`src/rtl/if_fetch_dual.sv`:
```
// -----------------------------------------------------------------------------
// if_fetch_dual
//   Dual-issue instruction fetch unit. Sends the fetch PC to the instruction
//   memory, captures the returned pair (word at PC and PC+4), and buffers the
//   pairs in a DEPTH-entry in-order queue. Each queue entry holds an
//   instruction and its PC. Up to two instructions per cycle are presented to
//   decode. A redirect flushes the queue and restarts fetch at a new PC.
//
// Ports
//   clk          in   1   clock, rising edge
//   rst_n        in   1   asynchronous reset, active low
//   im_addr      out  32  fetch address (the PC register, word aligned)
//   im_data      in   32  instruction word at im_addr
//   im_data1     in   32  instruction word at im_addr+4
//   redirect     in   1   branch/jump redirect, flushes the queue
//   redirect_pc  in   32  new fetch PC (bits [1:0] ignored)
//   dec_accept   in   2   instructions consumed by decode (3 counts as 2)
//   out_valid0   out  1   slot 0 holds a valid instruction
//   out_valid1   out  1   slot 1 holds a valid instruction
//   out_inst0    out  32  oldest queued instruction
//   out_inst1    out  32  second-oldest queued instruction
//   out_pc0      out  32  PC of out_inst0
//   out_pc1      out  32  PC of out_inst1
// -----------------------------------------------------------------------------
module if_fetch_dual #(
  parameter int          DEPTH    = 4,
  parameter logic [31:0] RESET_PC = 32'h0
) (
  input  logic        clk,
  input  logic        rst_n,
  output logic [31:0] im_addr,
  input  logic [31:0] im_data,
  input  logic [31:0] im_data1,
  input  logic        redirect,
  input  logic [31:0] redirect_pc,
  input  logic [1:0]  dec_accept,
  output logic        out_valid0,
  output logic        out_valid1,
  output logic [31:0] out_inst0,
  output logic [31:0] out_inst1,
  output logic [31:0] out_pc0,
  output logic [31:0] out_pc1
);

  localparam int PW = $clog2(DEPTH);  // queue index width
  localparam int CW = PW + 1;         // occupancy width, holds 0..DEPTH
  localparam logic [CW:0] DEPTH_V = (CW + 1)'(DEPTH);

  logic [31:0]   inst_q [DEPTH];
  logic [31:0]   pc_q   [DEPTH];
  logic [PW-1:0] head, tail, head1, tail1;
  logic [CW-1:0] count, count_n, acc;
  logic [CW:0]   space;
  logic [1:0]    dec_req;
  logic [31:0]   pc;
  logic          enq;

  assign head1   = head + PW'(1);
  assign tail1   = tail + PW'(1);
  assign im_addr = pc;

  // Accept/enqueue decision. A pair is only fetched when both halves fit,
  // counting the space freed by this cycle's dequeue.
  // NOTE: every signal assigned in always_comb gets a value on every path
  // (defaults first); otherwise synthesis infers a latch.
  always_comb begin
    dec_req = (dec_accept == 2'd3) ? 2'd2 : dec_accept;
    acc     = ({{(CW-2){1'b0}}, dec_req} > count) ? count
                                                  : {{(CW-2){1'b0}}, dec_req};
    space   = DEPTH_V - {1'b0, count} + {1'b0, acc};
    enq     = !redirect && (space >= (CW + 1)'(2));
    count_n = count - acc + (enq ? CW'(2) : '0);
  end

  // Control state: fetch PC and queue pointers. Redirect overrides accept
  // and enqueue in the same cycle.
  // NOTE: sequential state uses non-blocking assignments so every register
  // samples pre-edge values, independent of statement order.
  always_ff @(posedge clk or negedge rst_n) begin
    if (!rst_n) begin
      pc    <= RESET_PC;
      head  <= '0;
      tail  <= '0;
      count <= '0;
    end else if (redirect) begin
      pc    <= {redirect_pc[31:2], 2'b00};
      head  <= '0;
      tail  <= '0;
      count <= '0;
    end else begin
      head  <= head + acc[PW-1:0];
      count <= count_n;
      if (enq) begin
        tail <= tail + PW'(2);
        pc   <= pc + 32'd8;
      end
    end
  end

  // Queue storage. Both halves of a fetched pair are written together.
  // NOTE: the storage is reset explicitly so that the slot outputs and any
  // debug read of stale entries are deterministic after reset; a queue
  // without this requirement would leave the array unreset and save the
  // reset fan-out.
  always_ff @(posedge clk or negedge rst_n) begin
    if (!rst_n) begin
      for (int i = 0; i < DEPTH; i++) begin
        inst_q[i] <= '0;
        pc_q[i]   <= '0;
      end
    end else if (enq) begin
      inst_q[tail]  <= im_data;
      pc_q[tail]    <= pc;
      inst_q[tail1] <= im_data1;
      pc_q[tail1]   <= pc + 32'd4;
    end
  end

  // Issue slots come straight from the queue head; empty slots drive zero.
  always_comb begin
    out_valid0 = (count >= CW'(1));
    out_valid1 = (count >= CW'(2));
    out_inst0  = out_valid0 ? inst_q[head]  : '0;
    out_pc0    = out_valid0 ? pc_q[head]    : '0;
    out_inst1  = out_valid1 ? inst_q[head1] : '0;
    out_pc1    = out_valid1 ? pc_q[head1]   : '0;
  end

endmodule

```
`config.mk`:
```
export PLATFORM = sky130hd
export DESIGN_NAME = if_fetch_dual
export DESIGN_NICKNAME = d
export VERILOG_FILES = /design/src/rtl/if_fetch_dual.sv
export SDC_FILE = /design/constraint.sdc
export NUM_CORES = 1
export LEC_CHECK = 0
export ABC_AREA = 1
export CAP_MARGIN = 0
export CORE_MARGIN = 2
export CORE_UTILIZATION = 39
export CTS_CLUSTER_DIAMETER = 120
export CTS_CLUSTER_SIZE = 16
export DETAILED_ROUTE_END_ITERATION = 16
export HOLD_SLACK_MARGIN = 0.06
export SLEW_MARGIN = 5
export SYNTH_ARGS = -nofsm -noshare
export SYNTH_HDL_FRONTEND = slang
export SYNTH_SLANG_ARGS = --single-unit
```
`constraint.sdc`:
```
create_clock -name clk -period 11.9 [get_ports clk]
set_clock_uncertainty 0.2 [all_clocks]
set_input_delay 1.785 -clock clk [delete_from_list [all_inputs] [get_ports clk]]
set_output_delay 1.785 -clock clk [all_outputs]
set_load 0.05 [all_outputs]
```
==> results of run 1 <==
==> synth_stat cells, drive strengths merged <==
cell    number
nand2      616
o21ai      342
dfrtp      286
inv        229
a21oi      222
buf        105
nor2        76
nand3       67
clkbuf      65
o22ai       56
a221oi      31
o221ai      26
xor2        20
ha          10
o211ai       5
nor3         4
o21bai       4
nand4        3
xnor2        3
a211oi       2
fa           2
o21a         2
a31oi        1
clkinv       1
conb         1
nand3b       1
or2          1
==> cell type report <==
type | instances | area [um2] | share of cell area [%]
multi-input cells | 1496 | 7216 | 37.62
flip-flops and latches | 286 | 7161 | 37.33
repair buffers | 273 | 2725 | 14.21
inverters | 230 | 873.3 | 4.553
well taps | 532 | 665.6 | 3.471
clock buffers | 22 | 539.3 | 2.812
==> final timing paths <==
kind	from	endpoint	slack (ps)	cells past startpoint
max	dec_accept[1]	inst_q[33]	4950	20
min	inst_q[25]	inst_q[25]	290	2
max reg2reg	count[1]	inst_q[33]	6190	20
min reg2reg	inst_q[25]	inst_q[25]	290	2
max in group asynchronous	rst_n	head[1]	8790	2
min in group asynchronous	rst_n	inst_q[30]	1180	1
==> state kept, by name, indices dropped and copies added, names as in the netlist <==
register  cells
count         3
im_addr      30
head          2
pc_q        122
tail          1
inst_q      128
==> logic make-up after synthesis <==
| logic type | Yosys count | share of synthesized area (%) |
|---|---|---|
| simple gates | 768 | 18.96 |
| compound gates | 691 | 23.53 |
| buf+inv | 400 | 10.59 |
| flops | 286 | 44.60 |
| xor+xnor | 23 | 1.256 |
| fa+ha+maj | 12 | 1.029 |
| other cells | 1 | 0.02337 |
==> stage by stage <==
stage          hold WS [ps]  utilization (%)  setup slack [ps]
2_1_floorplan         252.8                -              6696
3_3_place_gp          265.4            45.76              4500
3_5_place_dp          273.1            45.76              4385
4_1_cts               291.0            47.08              4933
5_1_grt               302.4            47.08              4357
6_report              287.5            47.08              4953
==> worst min-delay path, stage by stage, from the launching register on <==
cell,delay [ps]
dfrtp_1,350
nand2_1,60
nand2_1,50
==> per-layer routing <==
| layer | vias up | global-route usage [%] |
|---|---|---|
| li1 | 7414 | - |
| met1 | 7386 | 35.76 |
| met2 | 609 | 40.91 |
| met3 | 84 | 2.857 |
| met4 | 2 | 7.953 |
| met5 | - | 0 |
==> out/qor.csv, run 1 <==
stage,metric,value,unit
floorplan,IO Count,263,
clocking,CTS tree,yes,
clocking,# clock sinks,286,
timing,Max Fclk,144.0,MHz
job,maxcap violations,0,
drt,DR WL met2,25.13,mm
yosys,Seq cells post-synth,286,
yosys,Mapped Area,0.01605,mm2
critical_path,CP max-delay cell,nor2_4,
timing,Final Critical Period,6947,ps
drt,remaining antenna violation count,0,
final_layout,fill cell count,4088,
critical_path,Startpoint Class,input port,
placement,PortBufs,258,
timing,Slew @ Worst Pin,1197,ps
yosys,post-synthesis sequential area ratio,44.60,%
floorplan,row count,74,
grt,largest net degree at the start of global routing,183,
grt,initial antenna violation count,1,
drt,post-DR wirelength/cell,19.31,um
final_layout,layout cells sized above 1,2.774,%
yosys,largest area contributor in the synthesized netlist,dfrtp_1,
final_layout,cell area after layout,0.01918,mm2
critical_path,CP required,12050,ps
final_layout,area grow syn2layout,19.53,%
drt,Via Count,15500,
critical_path,critical path peak fanout,76,
critical_path,CP Cell Sequence,clkdlybuf4s50_1 > inv_1 > nand2_1 > ha_1 > a21oi_1 > o21ai_0 > o21ai_0 > inv_1 > ha_1 > ha_1 > inv_1 > fa_1 > nor2_1 > nor2_2 > nand3_2 > nand2_4 > nor2_4 > buf_4 > buf_4 > o21ai_0,
floorplan,DIE AREA,0.04278,mm2
critical_path,Crit Path Category,in2reg,
yosys,"top cells by area, synth","dfrtp_1 (45%), nand2_1 (14%), o21ai_0 (9.4%)",
clocking,Post-CTS Setup Bufs,0,
grt,first-pass GRT wire length,84.59,mm
drt,Initial DRT Pass Iterations,6,
run_status,outcome,finished clean,
drt,DR DRC count,0,
final_layout,Non-Filler Instances,2839,
placement,Post-DP HPWL,34.25,mm
timing,Final Setup Violations,0,
yosys,post-synthesis cell type count,37,
final_layout,"commonest non-fill, non-tap cell in the layout",nand2_1,
critical_path,CP Buf/Inv Count,6,
timing,Slew Limit Fails,0,
placement,gpl congestion,0.9799,
final_layout,most frequent cells in the layout,"nand2_1 (613), o21ai_0 (302), dfrtp_1 (285), clkdlybuf4s50_1 (257), a21oi_1 (222)",
timing,"Period Utilization, post-route",58.38,%
critical_path,CP endpoint kind,flip-flop,
grt,GRT overflow,0,
grt,vias in the first global route,15050,
final_layout,ant diodes,0,
drt,via/cell ratio,5.458,
clocking,clk root buf,clkbuf_16,
grt,All-Layer GR Usage,25.35,%
critical_path,Critical Path AT,7100,ps
clocking,hold buffers post-CTS,0,
drt,DR top layer,met5,
floorplan,core box area,0.04074,mm2
yosys,area share of the largest cell type after synthesis,44.60,%
drt,met3 WL,3.874,mm
yosys,synth warn,0,
clocking,CTS buffer count,21,
clocking,htree depth,1,
drt,M1 wire length,24.27,mm
critical_path,Crit path max-delay family,buffers and inverters,
clocking,Skew-Pair Late Insertion Delay,530,ps
floorplan,die height,206.8,um
timing,final count of hold timing violations,0,
clocking,post_cts resized,0,
yosys,syn avg cell area,7.357,um2
yosys,Syn Inst Count,2181,
placement,Post-DP Area,0.01864,mm2
timing,setup TNS,0,ps
floorplan,Starting Density,39.39,%
critical_path,max incr delay on CP,830,ps
worst_hold_path,Hold Path Class,reg2reg,
timing,RSZ-0062 raised after global routing,false,
timing,worst relative slew slack,20.23,%
clocking,CTS Buffer Depth,3,
final_layout,Final nets,2421,
clocking,Clock transition at path regs,70,ps
drt,initial detailed-routing violation count,1375,
drt,Post-Route WL,54.83,mm
floorplan,die span in x,206.8,um
placement,# placed instances,2817,
Power of run 1 is not shown: default switching activity piles up to over one toggle a cycle in this logic, so the estimate is an artifact.
==> run 2, diff against run 1 <==
==> constraint.sdc (replaced) <==
create_clock -name clk -period 5.7 [get_ports clk]
set_clock_uncertainty 0.2 [all_clocks]
set_input_delay 0.855 -clock clk [delete_from_list [all_inputs] [get_ports clk]]
set_output_delay 0.855 -clock clk [all_outputs]
set_load 0.05 [all_outputs]
==> run 2 against run 1 <==
Compared with the run above: clock-buffer cell count grew 1; sequential cell count is the same; register-to-register slack lost 4800 ps; sequential share of layout area shrank 0.29 points; global-route usage grew 0.15 points; core utilization grew 0.37 points; setup slack lost 4300 ps; critical path depth shrank 14; cell count grew 0.53%.
==> out/qor.csv, run 2 (synthesized netlist as in run 1, its figures left out) <==
stage,metric,value,unit,change
drt,Post-Route WL,55.20,mm,+0.67%
floorplan,core box area,0.04074,mm2,unchanged
final_layout,Biggest register,inst_q,,
clocking,Clock transition at path regs,70,ps,about the same
timing,Max Fclk,199.9,MHz,
timing,worst relative slew slack,31.60,%,+11 points
final_layout,Multi-input gate area,0.007216,mm2,unchanged
grt,initial antenna violation count,1,,unchanged
floorplan,die height,206.8,um,unchanged
floorplan,row count,74,,unchanged
timing,Slew Limit Fails,0,,unchanged
grt,All-Layer GR Usage,25.50,%,+0.15 points
drt,remaining antenna violation count,0,,unchanged
final_layout,"commonest non-fill, non-tap cell in the layout",nand2_1,,
drt,post-DR wirelength/cell,19.34,um,+0.15%
clocking,CTS Buffer Depth,3,,unchanged
final_layout,area grow syn2layout,20.49,%,
timing,Worst Slack Setup Final,696.6,ps,-4257 ps
timing,setup TNS,0,ps,unchanged
drt,via/cell ratio,5.459,,about the same
critical_path,critical path peak fanout,95,,+25%
critical_path,reg2reg setup slack,1410,ps,-4780 ps
critical_path,CP endpoint kind,primary output,,
floorplan,IO Count,263,,unchanged
drt,Initial DRT Pass Iterations,6,,unchanged
timing,RSZ-0062 raised after global routing,false,,
critical_path,Startpoint Class,flip-flop,,
floorplan,Starting Density,39.39,%,unchanged
placement,gpl congestion,0.9216,,-5.9%
final_layout,FF/Latch Area,0.007161,mm2,unchanged
final_layout,ant diodes,0,,unchanged
final_layout,max FFs per register,128,,unchanged
timing,final count of hold timing violations,0,,unchanged
clocking,clk root buf,clkbuf_16,,
clocking,Skew-Pair Late Insertion Delay,540,ps,about the same
critical_path,Worst R2R End,inst_q[126],,
final_layout,layout cells sized above 1,3.704,%,+0.93 points
critical_path,CP required,4640,ps,-7410 ps
drt,initial detailed-routing violation count,1485,,+8.0%
clocking,# clock sinks,286,,unchanged
clocking,post_cts resized,0,,unchanged
clocking,hold buffers post-CTS,0,,unchanged
timing,"Period Utilization, post-route",87.78,%,
critical_path,FF-to-FF path depth,19,,-5.0%
placement,Post-DP HPWL,34.80,mm,+1.6%
final_layout,Final nets,2434,,+0.54%
final_layout,Non-Filler Instances,2854,,+0.53%
final_layout,Util after Layout,47.45,%,+0.37 points
timing,Final Setup Violations,0,,unchanged
clocking,Post-CTS Setup Bufs,0,,unchanged
clocking,CTS tree,yes,,
critical_path,Crit Path Category,reg2out,,
timing,Slew @ Worst Pin,1026,ps,-170.6 ps
worst_hold_path,Hold Path Class,in2async,,
placement,PortBufs,258,,unchanged
clocking,CTS buffer count,21,,unchanged
final_layout,fill cell count,4099,,+0.27%
grt,largest net degree at the start of global routing,209,,+14%
drt,Via Count,15580,,+0.55%
drt,DR DRC count,0,,unchanged
grt,vias in the first global route,15270,,+1.4%
floorplan,die span in x,206.8,um,unchanged
critical_path,reg2reg start,count[1],,
run_status,outcome,finished clean,,
placement,dpl ws,615.4,ps,-3770 ps
grt,first-pass GRT wire length,85.26,mm,+0.78%
grt,GRT overflow,0,,unchanged
placement,# placed instances,2830,,+0.46%
clocking,htree depth,1,,unchanged
floorplan,DIE AREA,0.04278,mm2,unchanged
final_layout,most frequent cells in the layout,"nand2_1 (613), o21ai_0 (302), dfrtp_1 (285), clkdlybuf4s50_1 (249), a21oi_1 (222)",,
timing,Final Critical Period,5003,ps,
job,maxcap violations,0,,unchanged
critical_path,Critical Path AT,3950,ps,-3150 ps
run 2: final cells by class:
class | count | share of cell area, %
clock inverter | 1 | 0.04530
tap | 532 | 3.443
multi-input combinational | 1496 | 37.32
clock buffer | 23 | 2.809
inverter | 230 | 4.518
sequential | 286 | 37.04
timing repair buffer | 286 | 14.82
run 2: worst max path at each step:
stage                   from             to  depth (start not counted)
2_1_floorplan  dec_accept[1]       count[2]                         20
3_3_place_gp   dec_accept[1]       pc_q[66]                         18
3_5_place_dp   dec_accept[1]     inst_q[38]                         19
4_1_cts              head[0]   out_inst1[0]                          6
5_1_grt              head[0]  out_inst1[16]                          6
6_report             head[0]   out_inst1[0]                          6
run 2: worst max-delay path, stage by stage, from the launching register on:
cell	delay, ps
dfrtp_1	740
buf_4	400
inv_8	400
buf_4	410
o22ai_1	140
a221oi_1	380
clkdlybuf4s50_1	880
run 2: metal layers:
layer / wire, um / vias up / track usage, %
met3: 4155 / 107 / 2.904
met2: 24440 / 630 / 40.30
li1: - / 7449 / -
met1: 24920 / 7392 / 36.69
met5: 13 / - / 0
met4: 1669 / 2 / 7.903
run 2: per-stage QoR:
step / hold slack, ps / area [um2]
final: 176.2 / 19330
after global routing: 243.0 / 19330
after CTS: 250.0 / 19330
after detailed placement: 274.7 / 18780
after global placement: 267.9 / 18780
after floorplan: 252.8 / 16050
Power of run 2 is left out for the same reason.
==> run 3, diff against run 2 <==
--- a/config.mk
+++ b/config.mk
@@ -6,7 +6,7 @@
 export NUM_CORES = 1
 export LEC_CHECK = 0
 export ABC_AREA = 1
-export CAP_MARGIN = 0
+export CAP_MARGIN = 20
 export CORE_MARGIN = 2
 export CORE_UTILIZATION = 39
 export CTS_CLUSTER_DIAMETER = 120
==> results of run 3 <==
Same layout as run 2: the final DEF is identical, and so are final timing and power.
Power of run 3 is left out for the same reason.
